[config.mk]
export PLATFORM = sky130hd
export DESIGN_NAME = pipe_hazard_unit_flat
export DESIGN_NICKNAME = d
export VERILOG_FILES = /design/src/rtl/rv_pipe_pkg.sv /design/src/rtl/pipe_hazard_unit_if.sv /design/src/rtl/fwd_select.sv /design/src/rtl/pipe_hazard_unit.sv /design/src/flat_wrapper.sv
export SDC_FILE = /design/constraint.sdc
export NUM_CORES = 1
export LEC_CHECK = 0
export ABC_AREA = 1
export CAP_MARGIN = 20
export CORE_AREA = 4 4 135 137
export CTS_CLUSTER_SIZE = 40
export DETAILED_ROUTE_END_ITERATION = 8
export DIE_AREA = 0 0 139 141
export PLACE_DENSITY = 0.81
export SLEW_MARGIN = 40
export SYNTH_ARGS = -nofsm -noshare
export SYNTH_HDL_FRONTEND = slang
export SYNTH_SLANG_ARGS = --single-unit
[constraint.sdc]
create_clock -name clk -period 2.3 [get_ports clk]
set_input_delay 0.345 -clock clk [delete_from_list [all_inputs] [get_ports clk]]
set_output_delay 0.345 -clock clk [all_outputs]
set_load 0.02 [all_outputs]
[src/rtl/rv_pipe_pkg.sv]
// Shared types and constants for the pipelined core's hazard/forwarding logic.
package rv_pipe_pkg;

  typedef logic [2:0] fwd_sel_t;

  typedef struct packed {
    logic       valid;
    logic [4:0] rd;
    logic       regwren;
    logic       is_load;
  } hazard_slot_t;

  localparam logic [6:0] OPC_LOAD   = 7'b0000011;
  localparam logic [6:0] OPC_JAL    = 7'b1101111;
  localparam logic [6:0] OPC_JALR   = 7'b1100111;
  localparam logic [6:0] OPC_BRANCH = 7'b1100011;

  localparam fwd_sel_t SEL_RF = 3'd0;

  // A slot can only source a forward if it really writes a non-x0 register.
  function automatic logic slot_matches(hazard_slot_t slot, logic [4:0] rs);
    return slot.valid && slot.regwren && (slot.rd != 5'd0) && (slot.rd == rs);
  endfunction

endpackage

[src/rtl/pipe_hazard_unit_if.sv]
// Decode/register-file/execute signal bundle seen by the hazard unit.
interface pipe_hazard_unit_if #(
  parameter int unsigned DWIDTH  = 32,
  parameter int unsigned NSTAGES = 3
);

  logic                        d_valid_i;
  logic [4:0]                  d_rs1_i;
  logic [4:0]                  d_rs2_i;
  logic [4:0]                  d_rd_i;
  logic                        d_regwren_i;
  logic                        d_is_load_i;
  logic [DWIDTH-1:0]           rf_rs1_data_i;
  logic [DWIDTH-1:0]           rf_rs2_data_i;
  logic [NSTAGES*DWIDTH-1:0]   stage_data_i;
  logic                        redirect_i;
  logic [DWIDTH-1:0]           rs1_data_o;
  logic [DWIDTH-1:0]           rs2_data_o;
  logic [2:0]                  rs1_sel_o;
  logic [2:0]                  rs2_sel_o;
  logic                        stall_o;
  logic                        kill_d_o;
  logic [DWIDTH-1:0]           stall_count_o;
  logic [DWIDTH-1:0]           flush_count_o;

  modport master (
    output d_valid_i, d_rs1_i, d_rs2_i, d_rd_i, d_regwren_i, d_is_load_i,
    output rf_rs1_data_i, rf_rs2_data_i, stage_data_i, redirect_i,
    input  rs1_data_o, rs2_data_o, rs1_sel_o, rs2_sel_o, stall_o, kill_d_o,
    input  stall_count_o, flush_count_o
  );

  modport slave (
    input  d_valid_i, d_rs1_i, d_rs2_i, d_rd_i, d_regwren_i, d_is_load_i,
    input  rf_rs1_data_i, rf_rs2_data_i, stage_data_i, redirect_i,
    output rs1_data_o, rs2_data_o, rs1_sel_o, rs2_sel_o, stall_o, kill_d_o,
    output stall_count_o, flush_count_o
  );

endinterface

[src/rtl/fwd_select.sv]
// Youngest-match forwarding select and data mux for one source operand.
module fwd_select
  import rv_pipe_pkg::*;
#(
  parameter int unsigned DWIDTH     = 32,
  parameter int unsigned NSTAGES    = 3,
  parameter int unsigned LOAD_READY = 1
) (
  input  logic [4:0]                i_rs,
  input  hazard_slot_t [NSTAGES-1:0] i_slots,
  input  logic [NSTAGES*DWIDTH-1:0] i_stage_data,
  input  logic [DWIDTH-1:0]         i_rf_data,
  output fwd_sel_t                  o_sel,
  output logic [DWIDTH-1:0]         o_data,
  output logic                      o_load_use
);

  logic w_found;

  always_comb begin
    w_found    = 1'b0;
    o_sel      = SEL_RF;
    o_data     = i_rf_data;
    o_load_use = 1'b0;
    // Slot 0 is youngest; first hit wins and also decides the load-use check.
    for (int unsigned k = 0; k < NSTAGES; k++) begin
      if (!w_found && slot_matches(i_slots[k], i_rs)) begin
        w_found    = 1'b1;
        o_sel      = fwd_sel_t'(k + 1);
        o_data     = i_stage_data[k*DWIDTH +: DWIDTH];
        o_load_use = i_slots[k].is_load && (k < LOAD_READY);
      end
    end
  end

endmodule

[src/rtl/pipe_hazard_unit.sv]
// Hazard/forwarding controller: tracks in-flight destinations, forwards operands,
// stalls on load-use, squashes decode on redirect, and counts stalls/flushes.
module pipe_hazard_unit
  import rv_pipe_pkg::*;
#(
  parameter int unsigned DWIDTH     = 32,
  parameter int unsigned NSTAGES    = 3,
  parameter int unsigned LOAD_READY = 1
) (
  input logic               clk,
  input logic               reset,
  pipe_hazard_unit_if.slave bus
);

  localparam logic [DWIDTH-1:0] CntOne = {{(DWIDTH-1){1'b0}}, 1'b1};

  hazard_slot_t [NSTAGES-1:0] r_slots;
  logic [DWIDTH-1:0]          r_stall_cnt;
  logic [DWIDTH-1:0]          r_flush_cnt;

  logic         w_rs1_load_use;
  logic         w_rs2_load_use;
  logic         w_stall;
  hazard_slot_t w_dec_slot;

  fwd_select #(
    .DWIDTH     (DWIDTH),
    .NSTAGES    (NSTAGES),
    .LOAD_READY (LOAD_READY)
  ) u_fwd_rs1 (
    .i_rs         (bus.d_rs1_i),
    .i_slots      (r_slots),
    .i_stage_data (bus.stage_data_i),
    .i_rf_data    (bus.rf_rs1_data_i),
    .o_sel        (bus.rs1_sel_o),
    .o_data       (bus.rs1_data_o),
    .o_load_use   (w_rs1_load_use)
  );

  fwd_select #(
    .DWIDTH     (DWIDTH),
    .NSTAGES    (NSTAGES),
    .LOAD_READY (LOAD_READY)
  ) u_fwd_rs2 (
    .i_rs         (bus.d_rs2_i),
    .i_slots      (r_slots),
    .i_stage_data (bus.stage_data_i),
    .i_rf_data    (bus.rf_rs2_data_i),
    .o_sel        (bus.rs2_sel_o),
    .o_data       (bus.rs2_data_o),
    .o_load_use   (w_rs2_load_use)
  );

  // A redirect squashes decode, so a pending load-use stall is moot.
  assign w_stall = bus.d_valid_i && (w_rs1_load_use || w_rs2_load_use) && !bus.redirect_i;

  assign bus.stall_o       = w_stall;
  assign bus.kill_d_o      = bus.redirect_i;
  assign bus.stall_count_o = r_stall_cnt;
  assign bus.flush_count_o = r_flush_cnt;

  assign w_dec_slot = '{
    valid:   bus.d_valid_i,
    rd:      bus.d_rd_i,
    regwren: bus.d_regwren_i,
    is_load: bus.d_is_load_i
  };

  always_ff @(posedge clk) begin
    if (!reset) begin
      r_slots     <= '0;
      r_stall_cnt <= '0;
      r_flush_cnt <= '0;
    end else begin
      for (int k = 1; k < NSTAGES; k++) begin
        r_slots[k] <= r_slots[k-1];
      end
      r_slots[0] <= (bus.redirect_i || w_stall) ? '0 : w_dec_slot;
      if (w_stall && (r_stall_cnt != '1)) begin
        r_stall_cnt <= r_stall_cnt + CntOne;
      end
      if (bus.redirect_i && (r_flush_cnt != '1)) begin
        r_flush_cnt <= r_flush_cnt + CntOne;
      end
    end
  end

endmodule

[src/flat_wrapper.sv]
// flat-port wrapper written by rule: the top's interface ports become plain ports
module pipe_hazard_unit_flat import rv_pipe_pkg::*;
#(
  parameter int unsigned DWIDTH     = 32,
  parameter int unsigned NSTAGES    = 3,
  parameter int unsigned LOAD_READY = 1
)
  (clk, reset, bus_d_valid_i, bus_d_rs1_i, bus_d_rs2_i, bus_d_rd_i, bus_d_regwren_i, bus_d_is_load_i, bus_rf_rs1_data_i, bus_rf_rs2_data_i, bus_stage_data_i, bus_redirect_i, bus_rs1_data_o, bus_rs2_data_o, bus_rs1_sel_o, bus_rs2_sel_o, bus_stall_o, bus_kill_d_o, bus_stall_count_o, bus_flush_count_o);
  pipe_hazard_unit_if #(.DWIDTH(DWIDTH), .NSTAGES(NSTAGES)) bus_i ();
  input logic clk;
  input logic reset;
  input wire logic [$bits(bus_i.d_valid_i)-1:0] bus_d_valid_i;
  input wire logic [$bits(bus_i.d_rs1_i)-1:0] bus_d_rs1_i;
  input wire logic [$bits(bus_i.d_rs2_i)-1:0] bus_d_rs2_i;
  input wire logic [$bits(bus_i.d_rd_i)-1:0] bus_d_rd_i;
  input wire logic [$bits(bus_i.d_regwren_i)-1:0] bus_d_regwren_i;
  input wire logic [$bits(bus_i.d_is_load_i)-1:0] bus_d_is_load_i;
  input wire logic [$bits(bus_i.rf_rs1_data_i)-1:0] bus_rf_rs1_data_i;
  input wire logic [$bits(bus_i.rf_rs2_data_i)-1:0] bus_rf_rs2_data_i;
  input wire logic [$bits(bus_i.stage_data_i)-1:0] bus_stage_data_i;
  input wire logic [$bits(bus_i.redirect_i)-1:0] bus_redirect_i;
  output wire logic [$bits(bus_i.rs1_data_o)-1:0] bus_rs1_data_o;
  output wire logic [$bits(bus_i.rs2_data_o)-1:0] bus_rs2_data_o;
  output wire logic [$bits(bus_i.rs1_sel_o)-1:0] bus_rs1_sel_o;
  output wire logic [$bits(bus_i.rs2_sel_o)-1:0] bus_rs2_sel_o;
  output wire logic [$bits(bus_i.stall_o)-1:0] bus_stall_o;
  output wire logic [$bits(bus_i.kill_d_o)-1:0] bus_kill_d_o;
  output wire logic [$bits(bus_i.stall_count_o)-1:0] bus_stall_count_o;
  output wire logic [$bits(bus_i.flush_count_o)-1:0] bus_flush_count_o;
  assign bus_i.d_valid_i = bus_d_valid_i;
  assign bus_i.d_rs1_i = bus_d_rs1_i;
  assign bus_i.d_rs2_i = bus_d_rs2_i;
  assign bus_i.d_rd_i = bus_d_rd_i;
  assign bus_i.d_regwren_i = bus_d_regwren_i;
  assign bus_i.d_is_load_i = bus_d_is_load_i;
  assign bus_i.rf_rs1_data_i = bus_rf_rs1_data_i;
  assign bus_i.rf_rs2_data_i = bus_rf_rs2_data_i;
  assign bus_i.stage_data_i = bus_stage_data_i;
  assign bus_i.redirect_i = bus_redirect_i;
  assign bus_rs1_data_o = bus_i.rs1_data_o;
  assign bus_rs2_data_o = bus_i.rs2_data_o;
  assign bus_rs1_sel_o = bus_i.rs1_sel_o;
  assign bus_rs2_sel_o = bus_i.rs2_sel_o;
  assign bus_stall_o = bus_i.stall_o;
  assign bus_kill_d_o = bus_i.kill_d_o;
  assign bus_stall_count_o = bus_i.stall_count_o;
  assign bus_flush_count_o = bus_i.flush_count_o;
  pipe_hazard_unit #(.DWIDTH(DWIDTH), .NSTAGES(NSTAGES), .LOAD_READY(LOAD_READY)) u_core (.clk(clk), .reset(reset), .bus(bus_i));
endmodule
==> impl_metrics.env <==
export IMPL_ios=317
export IMPL_final_nets=1850
export IMPL_core_area_um2=17100
export IMPL_critPathMaxFanout=8
export IMPL_cap_violations=0
export IMPL_seq_area_frac_synth=0.239
export IMPL_fp_dieH_um=141
export IMPL_syn_inst=1322
export IMPL_finalNonFillerCells=1909
export IMPL_drcViolationCount=0
export IMPL_hold_violations=0
export IMPL_cts_buffer_depth=2
export IMPL_multi_input_area_um2=5480
export IMPL_period_minus_slack_ns=2.60
export IMPL_cp_arrival_ns=2.26
export IMPL_register_area_um2=1740
export IMPL_routed_wl_um=31900
export IMPL_met3_usage=0.0658
export IMPL_hpwl_um=22800
export IMPL_violations="negative setup slack"
export IMPL_leakage_uw=0.00563
export IMPL_ys_ff_latch=86
export IMPL_cts_root_buffer="clkbuf_16"
export IMPL_path_cells="buf_6 -> xnor2_2 -> nand2_1 -> nor2_2 -> nand3_4 -> buf_12 -> buf_8 -> nand3_1 -> nand2_1 -> nor2_1 -> nor2_2 -> buf_6"
export IMPL_ys_top_cells_by_count="nand2_1 (427), nor2_1 (361), nand3_1 (153)"
export IMPL_synth_warnings=0
export IMPL_place_inst=1845
export IMPL_slowest_stage="dfxtp_4"
export IMPL_fmax_ghz=0.384
export IMPL_grt_pass1_vias=9065
export IMPL_firstDrtPassIters=5
export IMPL_path_class="reg -> out"
export IMPL_ir_drop_mv=0.375
export IMPL_antenna_found_initial=12
export IMPL_setup_viol_count_final=66
export IMPL_grt_use_total=0.295
export IMPL_tritoncts="done"
export IMPL_grt_use_met2=0.521
export IMPL_first_iter_violations=663
export IMPL_dieWidth_um=139
export IMPL_fillers=1399
export IMPL_area_growth_pct=71.6
export IMPL_clk_latency_ns=0.34
export IMPL_met1_usage=0.346
export IMPL_routed_via_density=5.20
export IMPL_drtAntennaViolNets=0
export IMPL_power_density_nw_per_um2=327
export IMPL_start_kind="flip-flop"
export IMPL_vias=9935
export IMPL_clock_skew_ns=0.00936
export IMPL_synth_avg_cell_area_um2=5.45
export IMPL_synth_top_area_frac=0.239
export IMPL_worstPathRequired_ns=1.96
export IMPL_cpPeakStageDelay_ns=0.36
export IMPL_synth_edf_count=0
export IMPL_rsz0062_at_grt="yes"
export IMPL_setup_slack_ns=-0.301
export IMPL_end_kind="primary output"
export IMPL_cts_buffers_inserted=9
export IMPL_grt_max_degree=60
export IMPL_layout_drive_gt1_share=0.209
export IMPL_yosysUniqueCellTypes=34
export IMPL_grt_pass1_wl_um=47300
export IMPL_syn_area_um2=7210
export IMPL_ys_flop_type="dfxtp_1"
export IMPL_period_share=1.13
export IMPL_utilization=0.725
export IMPL_synthArstFlopShare=0
export IMPL_start_util=0.423
export IMPL_slew_headroom=0.594
export IMPL_yosysMostFrequentCell="nand2_1"
export IMPL_rows=48
export IMPL_overflow=0
export IMPL_worst_pin_slew_ns=0.609
export IMPL_die_area_um2=19600
export IMPL_numClockSinks=86
export IMPL_routabilityCongestion=0.923
export IMPL_drv_slew=0
export IMPL_port_buffers=314
export IMPL_wl_per_cell_um=16.7
export IMPL_yosys_area_top_type="dfxtp_1"
export IMPL_clk_pin_slew_worst_paths_ns=0.07
export IMPL_gr_max_usage_layer="met2"
export IMPL_status="finished with violations"
export IMPL_min_path_type="reg -> reg"
export IMPL_htreeDepth=3
export IMPL_yosys_top_cells_area="dfxtp_1 (24%), nand2_1 (22%), nor2_1 (19%), nand3_1 (11%), inv_1 (3.7%)"
export IMPL_dpl_worst_slack_ns=-0.844
-- report_power, final --
part	internal, uW	leakage (uW)	switching (uW)
sequential	1500	0.000700	15.9
clock	1000	0.000166	644
combinational	473	0.00477	406
total	2980	0.00563	1070
-- flip-flops by register name (all words and copies together) (netlist names) --
signal and cells:
u_core.bus.flush_count_o 32, u_core.bus.stall_count_o 32, u_core.r_slots 22
-- timing repair --
item	4_1_cts	5_1_grt
hold buffers	0	0
pin swaps	23	73
cloned	7	8
endpoints found under the setup margin	69	75
resized for setup	414	170
buffers inserted	16	8
-- layer usage --
| metal | share of wire | vias up |
|---|---|---|
| li1 | - | 4835 |
| met1 | 0.37 | 4473 |
| met2 | 0.49 | 502 |
| met3 | 0.086 | 119 |
| met4 | 0.052 | 6 |
| met5 | 0.0012 | - |
-- final timing paths --
| kind | from | to | slack [ns] | depth (start not counted) |
|---|---|---|---|---|
| setup / recovery | u_core.r_slots[2] | bus_rs1_data_o[14] | -0.30 | 12 |
| hold / removal | u_core.r_slots[9] | u_core.r_slots[17] | 0.43 | 2 |
| setup reg to reg | u_core.bus.stall_count_o[1] | u_core.bus.stall_count_o[18] | 0.17 | 11 |
| hold reg to reg | u_core.r_slots[9] | u_core.r_slots[17] | 0.43 | 2 |
-- worst max-delay path: cells and delay by family, from the launching register on --
kind          cells  cell delay [ns]
xor+xnor          1             0.11
buf+inv           4             0.59
flops             1             0.36
simple gates      7             0.86
-- cell families after synthesis --
| family | count (synthesis) | synth area share |
|---|---|---|
| xor gates and xnor gates | 47 | 0.0571 |
| DFF | 86 | 0.239 |
| adders and majority gates | 2 | 0.00347 |
| buffers and inverters | 143 | 0.0902 |
| and+or+nand+nor | 1002 | 0.581 |
| other | 1 | 0.000520 |
| AOI/OAI and AO/OA | 41 | 0.0285 |
-- cell type report --
cell class	count	area share
clock buffer	10	0.0193
sequential	86	0.140
clock inverter	6	0.00789
timing repair buffer	399	0.341
tap	225	0.0228
antenna	12	0.00243
inverter	76	0.0237
multi-input combinational	1095	0.443
-- layout by cell type (no fill, tap or decap), types with 16 or more instances in the layout --
cell and n:
dfxtp_1 77, inv_1 68, buf_6 29, buf_12 20, a21oi_1 29, xor2_1 29
nor2_1 310, clkdlybuf4s50_1 234, nand2_1 369, nand3_2 26, nor2_2 37, nand2_2 49
nand3_1 127, nor2_4 21, clkbuf_16 16, buf_4 89
-- stage by stage --
step / TNS [ns] / instance area (um2) / hold WS (ns) / power, uW
after floorplan: 0 / 7210 / 0.407 / 1850
after global placement: -53.82 / 10800 / 0.412 / 2390
after detailed placement: -57.61 / 10800 / 0.418 / 2390
after CTS: -11.80 / 11600 / 0.427 / 4020
after global routing: -20.23 / 12400 / 0.440 / 4180
final: -12.56 / 12400 / 0.427 / 4040
No activity file was read; power rests on OpenSTA's default activity.
